### src/rtl/keypad_scanner_pkg.sv
// Shared definitions for the 4x4 keypad scanner: FSM encoding, matrix size and
// key-code layout (also used by the key buffer and display decoder).
package keypad_scanner_pkg;

  localparam int KP_ROWS = 4;
  localparam int KP_COLS = 4;

  typedef enum logic [1:0] {
    SCAN        = 2'd0,
    DEB_PRESS   = 2'd1,
    HOLD        = 2'd2,
    DEB_RELEASE = 2'd3
  } kp_state_e;

  typedef struct packed {
    logic [1:0] row_idx;
    logic [1:0] col_idx;
  } key_code_t;

  // Lowest-index active-low row wins when several keys share a column.
  function automatic logic [1:0] lowest_low_row(input logic [KP_ROWS-1:0] rows);
    logic [1:0] idx;
    idx = 2'd0;
    for (int i = KP_ROWS - 1; i >= 0; i--) begin
      if (!rows[i]) begin
        idx = 2'(i);
      end else begin
        idx = idx;
      end
    end
    return idx;
  endfunction

  function automatic logic [KP_COLS-1:0] col_drive(input logic [1:0] idx);
    return ~(4'b0001 << idx);
  endfunction

endpackage

### src/rtl/keypad_scanner_debounce.sv
// Saturating stable-sample counter shared by the press and release debounce
// phases; i_start restarts the count, o_done flags DEBOUNCE_CYC stable samples.
module keypad_scanner_debounce #(
  parameter int DEBOUNCE_CYC = 1000
) (
  input  logic clk,
  input  logic rst,
  input  logic i_start,
  input  logic i_inc,
  output logic o_done
);

  localparam int CW = $clog2(DEBOUNCE_CYC) + 1;
  localparam logic [CW-1:0] MATCH = CW'(DEBOUNCE_CYC);
  localparam logic [CW-1:0] ONE   = {{(CW-1){1'b0}}, 1'b1};

  logic [CW-1:0] r_count;

  // Count stable samples, holding at MATCH rather than wrapping.
  always_ff @(posedge clk or posedge rst) begin
    if (rst) begin
      r_count <= '0;
    end else if (i_start) begin
      r_count <= '0;
    end else if (i_inc && (r_count != MATCH)) begin
      r_count <= r_count + ONE;
    end else begin
      r_count <= r_count;
    end
  end

  assign o_done = (r_count == MATCH);

endmodule

### src/rtl/keypad_scanner.sv
// 4x4 matrix keypad front end: column scan, row synchronizer, press/release
// debounce and a single press strobe per key event.
module keypad_scanner
  import keypad_scanner_pkg::*;
#(
  parameter int SCAN_DIV     = 16,
  parameter int DEBOUNCE_CYC = 1000
) (
  input  logic                clk,
  input  logic                rst,
  input  logic [KP_ROWS-1:0]  row,
  output logic [KP_COLS-1:0]  col,
  output logic                press,
  output logic [3:0]          scan_code,
  output logic                key_held
);

  localparam int SW = $clog2(SCAN_DIV) + 1;
  localparam logic [SW-1:0] SLOT_LAST = SW'(SCAN_DIV - 1);
  localparam logic [SW-1:0] SLOT_ONE  = {{(SW-1){1'b0}}, 1'b1};

  logic [KP_ROWS-1:0] r_row_meta;
  logic [KP_ROWS-1:0] r_row_sync;
  kp_state_e          r_state;
  logic [1:0]         r_col_idx;
  logic [1:0]         r_row_idx;
  logic [SW-1:0]      r_slot_cnt;
  logic [KP_COLS-1:0] r_col;
  logic               r_press;
  logic [3:0]         r_scan_code;
  logic               r_key_held;

  kp_state_e          w_state_nxt;
  logic [1:0]         w_col_idx_nxt;
  logic [1:0]         w_row_idx_nxt;
  logic [SW-1:0]      w_slot_nxt;
  logic               w_press_nxt;
  logic [3:0]         w_code_nxt;
  logic               w_held_nxt;
  logic               w_deb_start;
  logic               w_deb_inc;
  logic               w_deb_done;
  logic               w_all_high;
  logic               w_latched_low;
  logic               w_slot_last;
  key_code_t          w_code;

  assign w_all_high    = &r_row_sync;
  assign w_latched_low = ~r_row_sync[r_row_idx];
  assign w_slot_last   = (r_slot_cnt == SLOT_LAST);
  assign w_code        = '{row_idx: r_row_idx, col_idx: r_col_idx};

  // Two-flop synchronizer for the asynchronous, pulled-up row inputs.
  always_ff @(posedge clk or posedge rst) begin
    if (rst) begin
      r_row_meta <= 4'b1111;
      r_row_sync <= 4'b1111;
    end else begin
      r_row_meta <= row;
      r_row_sync <= r_row_meta;
    end
  end

  keypad_scanner_debounce #(
    .DEBOUNCE_CYC (DEBOUNCE_CYC)
  ) u_debounce (
    .clk     (clk),
    .rst     (rst),
    .i_start (w_deb_start),
    .i_inc   (w_deb_inc),
    .o_done  (w_deb_done)
  );

  // Next-state and next-output logic; the debounce counter is held cleared
  // unless a debounce phase is actively counting stable samples.
  always_comb begin
    w_state_nxt   = r_state;
    w_col_idx_nxt = r_col_idx;
    w_row_idx_nxt = r_row_idx;
    w_slot_nxt    = '0;
    w_press_nxt   = 1'b0;
    w_code_nxt    = r_scan_code;
    w_held_nxt    = r_key_held;
    w_deb_start   = 1'b1;
    w_deb_inc     = 1'b0;
    case (r_state)
      SCAN: begin
        if (!w_slot_last) begin
          w_slot_nxt = r_slot_cnt + SLOT_ONE;
        end else if (w_all_high) begin
          w_col_idx_nxt = r_col_idx + 2'd1;
        end else begin
          w_row_idx_nxt = lowest_low_row(r_row_sync);
          w_state_nxt   = DEB_PRESS;
        end
      end
      DEB_PRESS: begin
        if (!w_latched_low) begin
          w_col_idx_nxt = r_col_idx + 2'd1;
          w_state_nxt   = SCAN;
        end else if (w_deb_done) begin
          w_press_nxt = 1'b1;
          w_code_nxt  = w_code;
          w_held_nxt  = 1'b1;
          w_state_nxt = HOLD;
        end else begin
          w_deb_start = 1'b0;
          w_deb_inc   = 1'b1;
        end
      end
      HOLD: begin
        if (w_all_high) begin
          w_state_nxt = DEB_RELEASE;
        end else begin
          w_state_nxt = HOLD;
        end
      end
      DEB_RELEASE: begin
        if (!w_all_high) begin
          w_state_nxt = HOLD;
        end else if (w_deb_done) begin
          w_held_nxt    = 1'b0;
          w_col_idx_nxt = r_col_idx + 2'd1;
          w_state_nxt   = SCAN;
        end else begin
          w_deb_start = 1'b0;
          w_deb_inc   = 1'b1;
        end
      end
      default: begin
        w_state_nxt   = SCAN;
        w_col_idx_nxt = 2'd0;
        w_held_nxt    = 1'b0;
      end
    endcase
  end

  // State, scan position and registered outputs.
  always_ff @(posedge clk or posedge rst) begin
    if (rst) begin
      r_state     <= SCAN;
      r_col_idx   <= 2'd0;
      r_row_idx   <= 2'd0;
      r_slot_cnt  <= '0;
      r_col       <= 4'b1110;
      r_press     <= 1'b0;
      r_scan_code <= 4'h0;
      r_key_held  <= 1'b0;
    end else begin
      r_state     <= w_state_nxt;
      r_col_idx   <= w_col_idx_nxt;
      r_row_idx   <= w_row_idx_nxt;
      r_slot_cnt  <= w_slot_nxt;
      r_col       <= col_drive(w_col_idx_nxt);
      r_press     <= w_press_nxt;
      r_scan_code <= w_code_nxt;
      r_key_held  <= w_held_nxt;
    end
  end

  assign col       = r_col;
  assign press     = r_press;
  assign scan_code = r_scan_code;
  assign key_held  = r_key_held;

endmodule
### config.mk
export PLATFORM = sky130hd
export DESIGN_NAME = keypad_scanner
export DESIGN_NICKNAME = d
export VERILOG_FILES = /design/src/rtl/keypad_scanner_pkg.sv /design/src/rtl/keypad_scanner_debounce.sv /design/src/rtl/keypad_scanner.sv
export SDC_FILE = /design/constraint.sdc
export NUM_CORES = 1
export LEC_CHECK = 0
export ABC_AREA = 1
export CAP_MARGIN = 10
export CORE_UTILIZATION = 25
export DETAILED_ROUTE_END_ITERATION = 7
export HOLD_SLACK_MARGIN = 0.08
export SYNTH_ARGS = -nofsm -noshare
export SYNTH_HDL_FRONTEND = slang
export SYNTH_SLANG_ARGS = --single-unit
### constraint.sdc
create_clock -name clk -period 1.95 [get_ports clk]
set_input_delay 0.2925 -clock clk [delete_from_list [all_inputs] [get_ports clk]]
set_output_delay 0.2925 -clock clk [all_outputs]
set_load 0.01 [all_outputs]
Word level (Yosys, flattened, before mapping) --
Index checks and enable logic that the tools add are counted.
Word-level totals: bits in registers 40, bits in latches 0, bits in writable memories 0, ROM bits 0, bits of input ports 6, output and inout bits 10, word-level logic and storage cells 81, memories 0
Cells by class: add/sub/neg operators 3, multipliers 0, div/mod/pow operators 0, $lt $le $gt $ge 1, equal/unequal tests 14, shifts and indexed selects 1, mux-type cells 39, bitwise operators 3, reduce and logical (&&, ||, !) cells 9
Operator list (number):
- 2-bit 2-to-1 mux | 15
- 11-bit 2-to-1 mux | 2
- 1-bit 2-to-1 mux | 14
- 11-bit by 1-bit adder with 11-bit output, second input constant | 1
- 11-bit by 10-bit == test with 1-bit output, second input constant | 1
- 11-bit by 10-bit != test with 1-bit output, second input constant | 1
- 5-bit 2-to-1 mux | 2
- 2-bit != test, second input constant | 4
- 2-bit one-hot mux with 4 select lines | 1
- 4-bit AND reduction | 2
- 3-bit by 2-bit != test with 1-bit output, second input constant | 2
- 1-bit one-hot mux with 2 select lines | 3
- 2-bit one-hot mux with 3 select lines | 1
- 3-bit AND reduction | 2
- 5-bit by 1-bit adder with 5-bit output, second input constant | 1
- 5-bit by 4-bit == test with 1-bit output, second input constant | 1
- 5-bit AND reduction | 1
- 2-bit == test, second input constant | 2
- 2-bit by 1-bit != test with 1-bit output, second input constant | 2
- 4-bit NOT | 1
- 2-bit nonzero test | 2
- 1-bit by 2-bit left shift with 4-bit output, first input constant | 1
- 2-bit by 3-bit less-than comparator with 1-bit output, second input constant | 1
- 2-bit by 1-bit adder with 2-bit output, second input constant | 1
- other kinds (5) | 6

Depth between registers and ports, before layout --
Gate-level depths: netlist of the first run.
depth in word-level cells 7, depth in mapped cells 10, mapped depth without buffers 10

Hierarchy --
Synthesis of the first run repeated with hierarchy kept, for this count alone.
Unflattened totals: cell total of the unflattened synthesis 223, area, all modules 1934.4 sq um
By module, submodules not included:
- keypad_scanner | times used 1, cells an instance 119, area an instance 1212.4 sq um, sequential area each 739.5 sq um
- keypad_scanner_debounce | times used 1, cells an instance 104, area an instance 721.9 sq um, sequential area each 275.3 sq um

Worst setup path after synthesis of the first run --
Ideal clock, no wire load.
path type register to register, start point register u_debounce.r_count[0], end point register r_state[0], library setup time 0.128 ns, arrival 1.289 ns, required time 1.822 ns, setup slack 0.532 ns, stages on the path, launching flop included 10, path buffers 0, period minus slack after synthesis 1.418 ns, cell sequence dfrtp_1 -> inv_1 -> ha_1 -> nand4_1 -> nor2_4 -> inv_2 -> nand2_2 -> o21ai_2 -> inv_4 -> a21oi_1
On the way: word-level cells in the longest chain between the ends 3, elaborated cells between the ends (all ways) 4, those cells by class 3 x eq/ne; 1 x reduce/logical
RTL lines:
- start: declaration | line keypad_scanner_debounce.sv:17 | logic [CW-1:0] r_count;
- start signal: assignment | line keypad_scanner_debounce.sv:26 | r_count <= r_count + ONE;
- start signal: assignment | line keypad_scanner_debounce.sv:28 | r_count <= r_count;
- 11-bit by 10-bit == test with 1-bit output (*) | line keypad_scanner_debounce.sv:32 | assign o_done = (r_count == MATCH);
- 3-bit by 2-bit != test with 1-bit output (no line)
- 4-bit AND reduction (no line) (*)
- end signal: assignment | line keypad_scanner.sv:150 | r_state <= w_state_nxt;
- end: declaration | line keypad_scanner.sv:24 | kp_state_e r_state;
Mark *: on every way between the ends. The rest lies on a longest branch, timed or not. A chain may end at the register's enable or synchronous reset.

Worst setup path after layout of the first run --
start point register r_col[1] (netlist: col[1]), end point output col[1]
RTL lines:
- start: declaration | line keypad_scanner.sv:28 | logic [KP_COLS-1:0] r_col;
- start signal: assignment | line keypad_scanner.sv:154 | r_col <= col_drive(w_col_idx_nxt);
- end: declaration | line keypad_scanner.sv:12 | output logic [KP_COLS-1:0] col,
No word-level cell between the ends.

==> results of run 1 <==
worst reg2reg max path: stages (launching register included):
cell	delay (ns)
dfrtp_1	0.41
inv_1	0.07
ha_1	0.14
nand4_1	0.18
nor2_4	0.22
inv_2	0.09
nand2_2	0.07
o21ai_2	0.10
inv_4	0.14
a21oi_1	0.08
per-layer routing:
metal	share of wire, %	GRT usage, %
met3	2.9	2.749
met2	46	15.53
met1	49	12.55
met5	0	0
met4	2.1	4.545
registers in the layout, summed over array words and instances, names as in the netlist:
signal / cells
col: 4
scan_code: 4
r_col_idx: 2
u_debounce.r_count: 11
press: 1
r_row_sync: 4
key_held: 1
r_row_meta: 4
r_state: 2
r_slot_cnt: 5
r_row_idx: 2
path summary, 6_finish.rpt:
check                                        endpoint  slack (ns)  depth (start not counted)
worst max-delay path                           col[1]        0.31                          1
worst min-delay path                    r_row_sync[2]        0.36                          0
worst max register to register             r_state[0]        0.33                          9
worst min register to register          r_row_sync[2]        0.36                          0
max in group asynchronous                      col[3]        1.17                          3
min in group asynchronous       u_debounce.r_count[2]        0.43                          3
area by class of cell:
type | count | area [um2] | share of cell area [%]
clock buffers | 5 | 68.82 | 3.136
clock inverters | 3 | 46.29 | 2.109
inverters | 30 | 115.1 | 5.245
multi-input cells | 126 | 671.9 | 30.62
flip-flops and latches | 40 | 1015 | 46.24
well taps | 96 | 120.1 | 5.473
repair buffers | 16 | 157.7 | 7.184
cells in the mapped netlist:
library cell / count
nand2_1: 33
dfrtp_1: 29
nor2_1: 27
inv_1: 25
nand3_1: 14
dfstp_2: 11
a21oi_1: 10
o21ai_0: 8
nand2_2: 7
inv_2: 4
nand4_1: 4
nor2_4: 4
xor2_1: 4
ha_1: 3
nand3_2: 2
o21ai_1: 2
xnor2_1: 2
a31oi_1: 1
inv_4: 1
nor2_2: 1
nor3_2: 1
nor3b_2: 1
o2111ai_1: 1
o21ai_2: 1
through the flow:
stage | instance area [um2] | hold slack, ns | utilization [%]
3_5_place_dp | 2079 | 0.3468 | 30.27
2_1_floorplan | 1802 | 0.2970 | -
3_3_place_gp | 2079 | 0.3456 | 30.27
4_1_cts | 2195 | 0.3596 | 31.95
5_1_grt | 2195 | 0.3636 | 31.95
6_report | 2195 | 0.3589 | 31.95
cells by family (layout without fill, tap and decap cells):
logic type | after synthesis | after routing | share of synthesized area (%)
buf+inv | 30 | 54 | 6.389
xor+xnor | 6 | 6 | 2.917
flops | 40 | 40 | 56.32
simple gates | 94 | 94 | 25.42
fa+ha+maj | 3 | 3 | 2.084
compound gates | 23 | 23 | 6.876
power groups by stage:
stage	logic [mW]	clock network [mW]	registers, mW
6_report	0.679	0.691	1.11
5_1_grt	0.782	0.740	1.13
2_1_floorplan	0.482	0	1.12
3_5_place_dp	0.686	0	1.12
3_3_place_gp	0.677	0	1.13
4_1_cts	0.688	0.715	1.11
==> summary.txt, run 1 <==
Max-slew headroom = 67.82%
total core area = 6869 um2
WP data arrival = 1.34 ns
Int Pwr = 1.640 mW
worst flop-to-flop path startpoint = u_debounce.r_count[0]
Ports = 16
DP HPWL = 2.296 mm
DRT antenna net count = 0
antenna violations before repair = 0
fmax = 610.9 MHz
first-pass GRT wire length = 5.768 mm
Max Cap Viol = 0
NetSw = 841.6 uW
crit-path max FO = 1
vias in the first global route = 1349
clk slew on worst S/H paths = 0.08 ns
vias post-DR = 1295
worst IR drop on VDD = 0.6233 mV
antenna cells = 0
Mapped Cells = 196
#FFs+latches synth = 40
Pre-antenna DRT Iters = 4
Final Hold Vio Count = 0
crit path from = col[1]
routed len/inst = 10.05 um
die outline width = 86.90 um
period utilization = 83.95%
P per Cell Area = 1131 nW/um2
HP Start = r_row_meta[2]
Area Overhead vs Synth = 21.81%
Total Wirelength = 3.177 mm
dpl ws = 0.3190 ns
number of fill cells in the layout = 696
die height = 86.90 um
Routability Congestion = 0.8754
worst path bufs/invs = 1
syn_nets = 205
top post-synthesis cells by area = dfrtp_1, dfstp_2, nand2_1
Lkg Pwr = 0.9764 nW
Final Total Pwr = 2.482 mW
largest net degree at the start of global routing = 41
Port-buffer cells = 15
final worst-path setup slack = 0.3130 ns
Worst Path Required = 1.66 ns
Critical-path top delay cell = dfstp_2
fin crit period = 1.637 ns
cts hold-fix bufs = 0
register area share after synthesis = 56.32%
drt via density = 4.098
total global-route track usage = 9.858%
Inst Count DP = 308
crit path capture type = primary output
RSZ-0062 raised after global routing = no
Root Buffer = clkbuf_8
Initial Utilization = 26.23%
clock tree buffer depth = 2
Sum Neg Setup Slack = 0 ns
clock power share = 27.8%
TritonCTS buffer count = 5
most frequent cells in the layout = nand2_1, dfrtp_1, nor2_1
H-tree levels = 2
die area = 7551 um2
CP top delay family = flip-flops
synthesized area = 1802 um2
Yosys top cell area share = 40.28%
post-synth cell types = 24
CTS tree = built
sw frac = 33.91%
Comb pwr share = 27.4%
cell row count = 30
setup bufs post-CTS = 0
Residual DRC = 0
1st-iter DRT viols = 49
fin. max-slew vios = 0
YS warnings = 0
gr ovfl total = 0
leading area contributor after synthesis = dfrtp_1
share of cells above drive strength 1 = 19.09%
Nets = 228
outcome = complete, no violations
Non-Filler Instances = 316
Setup CP Type = register to primary output
Flop pwr share = 44.8%
average size of a mapped cell = 9.192 um2
Setup crit start kind = register
Clk Latency, worst-skew pair = 0.29 ns
# setup viols final = 0
Fin Clk Skew = 0.004892 ns
Slew @ Worst Pin = 0.4827 ns
crit-path cells = clkdlybuf4s50_1
# resized after CTS = 0
clock net sink count = 40
Hold Path Class = register to register
CP max stage delay = 0.53 ns
most common cell after layout, fill and taps aside = nand2_1
Power figures use the tool's default switching activity.
==> run 2, diff against run 1 <==
clock period = 1.45 ns   (was 1.95 ns; I/O delays follow)
==> run 2 against run 1 <==
  * Sequential share of layout area is 5.5 points lower
  * Hold slack worse by 0.072 ns
  * First-iteration DRC count is 41% higher
  * Sequential power is 36% higher
  * The flow now finishes with violations (setup timing)
  * Clock power is 34% higher
  * Die area stayed put
  * Design area is 14% higher
  * Cell count is 8.5% higher
  * Routed wire length is 11% higher
  * Sequential cell count stayed put
  * Utilization is 4.3 points higher
  * Clock skew is 0.0016 ns lower
==> summary.txt, run 2 (synthesized netlist as in run 1, its figures left out) <==
die outline width = 86.90 um (unchanged)
drt via density = 4.073 (-0.62%)
largest net degree at the start of global routing = 41 (unchanged)
Root Buffer = clkbuf_8
Worst Path Required = 1.69 ns (+0.03 ns)
Routability Congestion = 0.8577 (-2.0%)
vias in the first global route = 1429 (+5.9%)
cts hold-fix bufs = 0 (unchanged)
crit path capture type = register
clk slew on worst S/H paths = 0.08 ns (about the same)
top flop regs = u_debounce.r_count: 11 flops, r_slot_cnt: 5 flops
total global-route track usage = 10.97% (+1.1 points)
fmax = 671.5 MHz
final worst-path setup slack = -0.03920 ns (-0.3522 ns)
Lkg Pwr = 1.187 nW (+22%)
Port-buffer cells = 15 (unchanged)
Final Total Pwr = 3.550 mW (+43%)
share of cells above drive strength 1 = 32.79% (+14 points)
DP HPWL = 2.511 mm (+9.4%)
fin. max-slew vios = 0 (unchanged)
Initial Utilization = 26.23% (unchanged)
dpl cell area = 2265 um2 (+8.9%)
worst flop-to-flop path startpoint = u_debounce.r_count[1]
Residual DRC = 0 (unchanged)
clock net sink count = 40 (unchanged)
Max-slew headroom = 83.50% (+16 points)
Setup crit start kind = register
Largest register FFs = 11 (unchanged)
Critical-path top delay cell = dfrtp_1
cell row count = 30 (unchanged)
RSZ-0062 raised after global routing = yes
Max Cap Viol = 0 (unchanged)
Sum Neg Setup Slack = -0.1808 ns (-0.1808 ns)
most flop-heavy register = u_debounce.r_count
die area = 7551 um2 (unchanged)
Area Overhead vs Synth = 38.33%
crit-path cells = inv_1 > ha_1 > nand4_1 > nor2_4 > inv_2 > nand2_4 > o21ai_4 > nor2_2 > nand3_1 > nand2_2
Fin Clk Skew = 0.003286 ns (-0.001607 ns)
clock tree buffer depth = 2 (unchanged)
violated checks = setup timing
dpl ws = -0.09844 ns (-0.4174 ns)
Slew @ Worst Pin = 0.2466 ns (-0.2362 ns)
Total Wirelength = 3.526 mm (+11%)
P per Cell Area = 1424 nW/um2 (+26%)
H-tree levels = 2 (unchanged)
most common cell after layout, fill and taps aside = nand2_1
gr ovfl total = 0 (unchanged)
worst IR drop on VDD = 0.7170 mV (+15%)
routed len/inst = 10.28 um (+2.2%)
most frequent cells in the layout = nand2_1, dfrtp_1, inv_1
Nets = 255 (+12%)
die height = 86.90 um (unchanged)
total core area = 6869 um2 (unchanged)
Final Hold Vio Count = 0 (unchanged)
crit path from = u_debounce.r_count[1]
Pre-antenna DRT Iters = 4 (unchanged)
WP data arrival = 1.73 ns (+0.39 ns)
antenna violations before repair = 0 (unchanged)
first-pass GRT wire length = 6.348 mm (+10%)
fin crit period = 1.489 ns
Clk Latency, worst-skew pair = 0.29 ns (about the same)
antenna cells = 0 (unchanged)
vias post-DR = 1397 (+7.9%)
period utilization = 102.7%
final instance area = 2492 um2 (+14%)
CTS tree = built
Setup CP Type = register to register
Hold Path Class = input port to asynchronous set/reset pin
TritonCTS buffer count = 5 (unchanged)
1st-iter DRT viols = 69 (+41%)
CP max stage delay = 0.39 ns (-0.14 ns)
outcome = complete, but fails checks
Ports = 16 (unchanged)
# setup viols final = 14 (+14)
DRT antenna net count = 0 (unchanged)
crit-path max FO = 5 (+4)
-- run 2: changes by cell type in the layout (fill, tap and decap cells not counted), sizes merged --
cell           previous run  this run
clkdlybuf4s50            15         9
clkinvlp                  1         0
inv                      31        29
dlygate4sd2               0         3
dlymetal6s2s              0         3
buf                       1        27
clkinv                    0         4
-- run 2: area by class of cell --
cell class	instances	area, um2
fill	693	4377
sequential	40	1015
multi-input combinational	126	742.0
timing repair buffer	42	376.6
tap	96	120.1
inverter	30	117.6
clock buffer	5	68.82
clock inverter	3	47.55
timing repair inverter	1	5.005
-- run 2: path summary, 6_finish.rpt --
check | endpoint | slack, ns | cells past startpoint
max | r_state[1] | -0.04 | 10
min | u_debounce.r_count[1] | 0.29 | 3
max reg2reg | r_state[1] | -0.04 | 10
min reg2reg | r_row_sync[1] | 0.36 | 0
max in group asynchronous | r_row_sync[1] | 0.91 | 3
min in group clk | r_row_meta[3] | 0.32 | 1
-- run 2: timing repair --
action | 4_1_cts | 5_1_grt
pin swaps | 7 | 3
setup endpoints to repair | 26 | 30
cloned | 0 | 1
buffers inserted | 2 | 1
resized for setup | 15 | 12
-- run 2: report_power, final --
| part | total (mW) | switching [mW] | internal, mW |
|---|---|---|---|
| registers | 1.51 | 0.163 | 1.34 |
| logic | 1.12 | 0.654 | 0.463 |
| clock network | 0.927 | 0.408 | 0.518 |
-- run 2: worst max-delay path, delay by kind of cell, from the launching register on --
family                   cells  cell delay, ns
AO/OA/AOI/OAI                1            0.09
flip-flops                   1            0.39
AND/OR/NAND/NOR              6            0.67
adder cells (fa/ha/maj)      1            0.13
buffers and inverters        2            0.15
-- run 2: routing by layer --
layer	track usage, %	vias up	share of wire [%]
li1	-	721	-
met5	0	-	0
met2	18.11	18	48
met3	2.844	6	2.8
met4	4.091	0	1.5
met1	13.80	652	48
-- run 2: stage by stage --
stage | hold WS (ns) | util, % | cells
after global placement | 0.3455 | 32.97 | 331
final | 0.2866 | 36.28 | 343
after floorplan | 0.2220 | - | 196
after CTS | 0.3016 | 35.57 | 341
after detailed placement | 0.3482 | 32.97 | 331
after global routing | 0.2992 | 36.28 | 343
==> run 3, diff against run 2 <==
RECOVER_POWER = 50   (was not set)
==> run 3 against run 2 <==
  * The flow still finishes with violations (setup timing)
  * Fmax about the same
  * Clock-buffer cell count did not move
  * Sequential power hardly changed
  * Hold slack better by 0.072 ns
==> summary.txt, run 3 (synthesized netlist as in run 1, its figures left out) <==
outcome = complete, but fails checks
violated checks = setup timing
Routability Congestion = 0.8577 (unchanged)
first-pass GRT wire length = 6.348 mm (unchanged)
CP max stage delay = 0.39 ns (about the same)
drt via density = 4.035 (-0.93%)
Nets = 255 (unchanged)
Largest register FFs = 11 (unchanged)
H-tree levels = 2 (unchanged)
clock net sink count = 40 (unchanged)
Initial Utilization = 26.23% (unchanged)
Pre-antenna DRT Iters = 4 (unchanged)
vias post-DR = 1384 (-0.93%)
RSZ-0062 raised after global routing = yes
# setup viols final = 12 (-2)
Slew @ Worst Pin = 0.9546 ns (+0.7080 ns)
NetSw = 1.223 mW (-0.16%)
clk slew on worst S/H paths = 0.08 ns (about the same)
Hold Path Class = register to register
fmax = 671.1 MHz (about the same)
sw frac = 34.55% (about the same)
number of fill cells in the layout = 694 (+0.14%)
CTS tree = built
most common cell after layout, fill and taps aside = nand2_1
Non-Filler Instances = 343 (unchanged)
clock tree buffer depth = 2 (unchanged)
cell row count = 30 (unchanged)
worst flop-to-flop path startpoint = u_debounce.r_count[1]
1st-iter DRT viols = 76 (+10%)
CP top delay family = simple AND/OR/NAND/NOR gates
R2R cell count = 10 (unchanged)
Inst Count DP = 331 (unchanged)
crit path capture type = register
HP Start = r_row_meta[1]
DRT antenna net count = 0 (unchanged)
crit-path max FO = 5 (unchanged)
Flop pwr share = 42.5% (about the same)
TritonCTS buffer count = 5 (unchanged)
die area = 7551 um2 (unchanged)
Critical-path top delay cell = dfrtp_1
Max-slew headroom = 36.36% (-47 points)
largest net degree at the start of global routing = 41 (unchanged)
Comb pwr share = 31.4% (about the same)
P per Cell Area = 1429 nW/um2 (+0.36%)
die outline width = 86.90 um (unchanged)
die height = 86.90 um (unchanged)
worst IR drop on VDD = 0.7171 mV (about the same)
Layout Utilization = 36.07% (-0.22 points)
routed len/inst = 10.32 um (+0.40%)
antenna violations before repair = 0 (unchanged)
Port-buffer cells = 15 (unchanged)
Setup CP Type = register to register
Final Total Pwr = 3.541 mW (-0.25%)
Ports = 16 (unchanged)
total core area = 6869 um2 (unchanged)
reg2reg end = r_state[1]
top flop regs = u_debounce.r_count: 11 flops, r_slot_cnt: 5 flops
Total Wirelength = 3.540 mm (+0.40%)
antenna cells = 0 (unchanged)
cts hold-fix bufs = 0 (unchanged)
Lkg Pwr = 1.183 nW (-0.35%)
crit-path cells = inv_1 > ha_1 > nand4_1 > nor2_4 > inv_2 > nand2_4 > o21ai_4 > nor2_2 > nand3_1 > nand2_2
Int Pwr = 2.318 mW (-0.30%)
clock power share = 26.1% (about the same)
share of cells above drive strength 1 = 32.79% (unchanged)
Root Buffer = clkbuf_8
most flop-heavy register = u_debounce.r_count
Fin Clk Skew = 0.003879 ns (+0.0005930 ns)
Area Overhead vs Synth = 37.50%
Sum Neg Setup Slack = -0.2028 ns (-0.02200 ns)
Hold EP = r_row_sync[1]
Max Cap Viol = 0 (unchanged)
dpl ws = -0.09844 ns (unchanged)
fin crit period = 1.490 ns (+0.0009184 ns)
Setup crit start kind = register
internal reg-to-reg setup slack = -0.04 ns (about the same)
worst path bufs/invs = 2 (unchanged)
Worst Path Required = 1.69 ns (about the same)
period utilization = 102.8% (about the same)
total global-route track usage = 10.97% (unchanged)
gr ovfl total = 0 (unchanged)
most frequent cells in the layout = nand2_1, dfrtp_1, inv_1
final worst-path setup slack = -0.04012 ns (-0.0009184 ns)
WP data arrival = 1.73 ns (about the same)
Residual DRC = 0 (unchanged)
Hold Crit Depth = 0
Final Hold Vio Count = 0 (unchanged)
fin. max-slew vios = 0 (unchanged)
Clk Latency, worst-skew pair = 0.29 ns (about the same)
DP HPWL = 2.511 mm (unchanged)
vias in the first global route = 1429 (unchanged)
run 3: cell count changes in the layout (fill, tap and decap cells not counted), sizes merged:
cell	previous run	this run
buf	27	26
clkdlybuf4s50	9	5
clkbuf	5	6
dlygate4sd3	0	4
run 3: how the worst max path moves through the flow:
stage,startpoint,endpoint,slack [ns],cells past startpoint
after floorplan,u_debounce.r_count[0],r_state[0],0.03,9
after CTS,u_debounce.r_count[1],r_state[0],-0.05,9
after global routing,r_row_idx[0],u_debounce.r_count[8],-0.15,8
after global placement,r_row_sync[1],r_state[1],-0.10,8
after detailed placement,r_row_sync[1],r_state[1],-0.1,8
final,u_debounce.r_count[1],r_state[1],-0.04,10
run 3: power groups by stage:
stage / Sequential (mW) / Clock, mW / Combinational [mW]
5_1_grt: 1.53 / 1.00 / 1.26
6_report: 1.51 / 0.926 / 1.11
2_1_floorplan: 1.50 / 0 / 0.649
4_1_cts: 1.50 / 0.955 / 1.08
3_5_place_dp: 1.50 / 0 / 1.04
3_3_place_gp: 1.50 / 0 / 1.03
run 3: cell type report:
class / count / area, um2 / area share (%)
clock buffer: 5 / 68.82 / 2.778
clock inverter: 3 / 47.55 / 1.919
inverter: 30 / 117.6 / 4.747
multi-input combinational: 126 / 742.0 / 29.95
sequential: 40 / 1015 / 40.96
tap: 96 / 120.1 / 4.848
timing repair buffer: 42 / 361.6 / 14.60
timing repair inverter: 1 / 5.005 / 0.2020
run 3: what timing repair did:
item,in CTS,in global routing
gates resized for setup,15,12
pin swaps,7,3
cloned,0,1
buffers inserted,2,1
endpoints found under the setup margin,26,30
run 3: through the flow:
step,area [um2],hold slack (ns)
floorplan,1802,0.2220
global placement,2265,0.3455
detailed placement,2265,0.3482
CTS,2444,0.3016
global route,2477,0.3620
finish,2477,0.3585
run 3: worst register-to-register path, cell delays in order, from the launching register on:
cell and delay, ns:
dfrtp_1 0.39, inv_1 0.06, ha_1 0.13, nand4_1 0.15, nor2_4 0.20, inv_2 0.09
nand2_4 0.08, o21ai_4 0.09, nor2_2 0.08, nand3_1 0.08, nand2_2 0.08
run 3: layer usage:
metal	vias up	GRT usage (%)	part of all wire, %
met5	-	0	0
met4	0	4.091	1.5
met3	6	2.844	2.9
met2	17	18.11	48
met1	640	13.80	47
li1	721	-	-
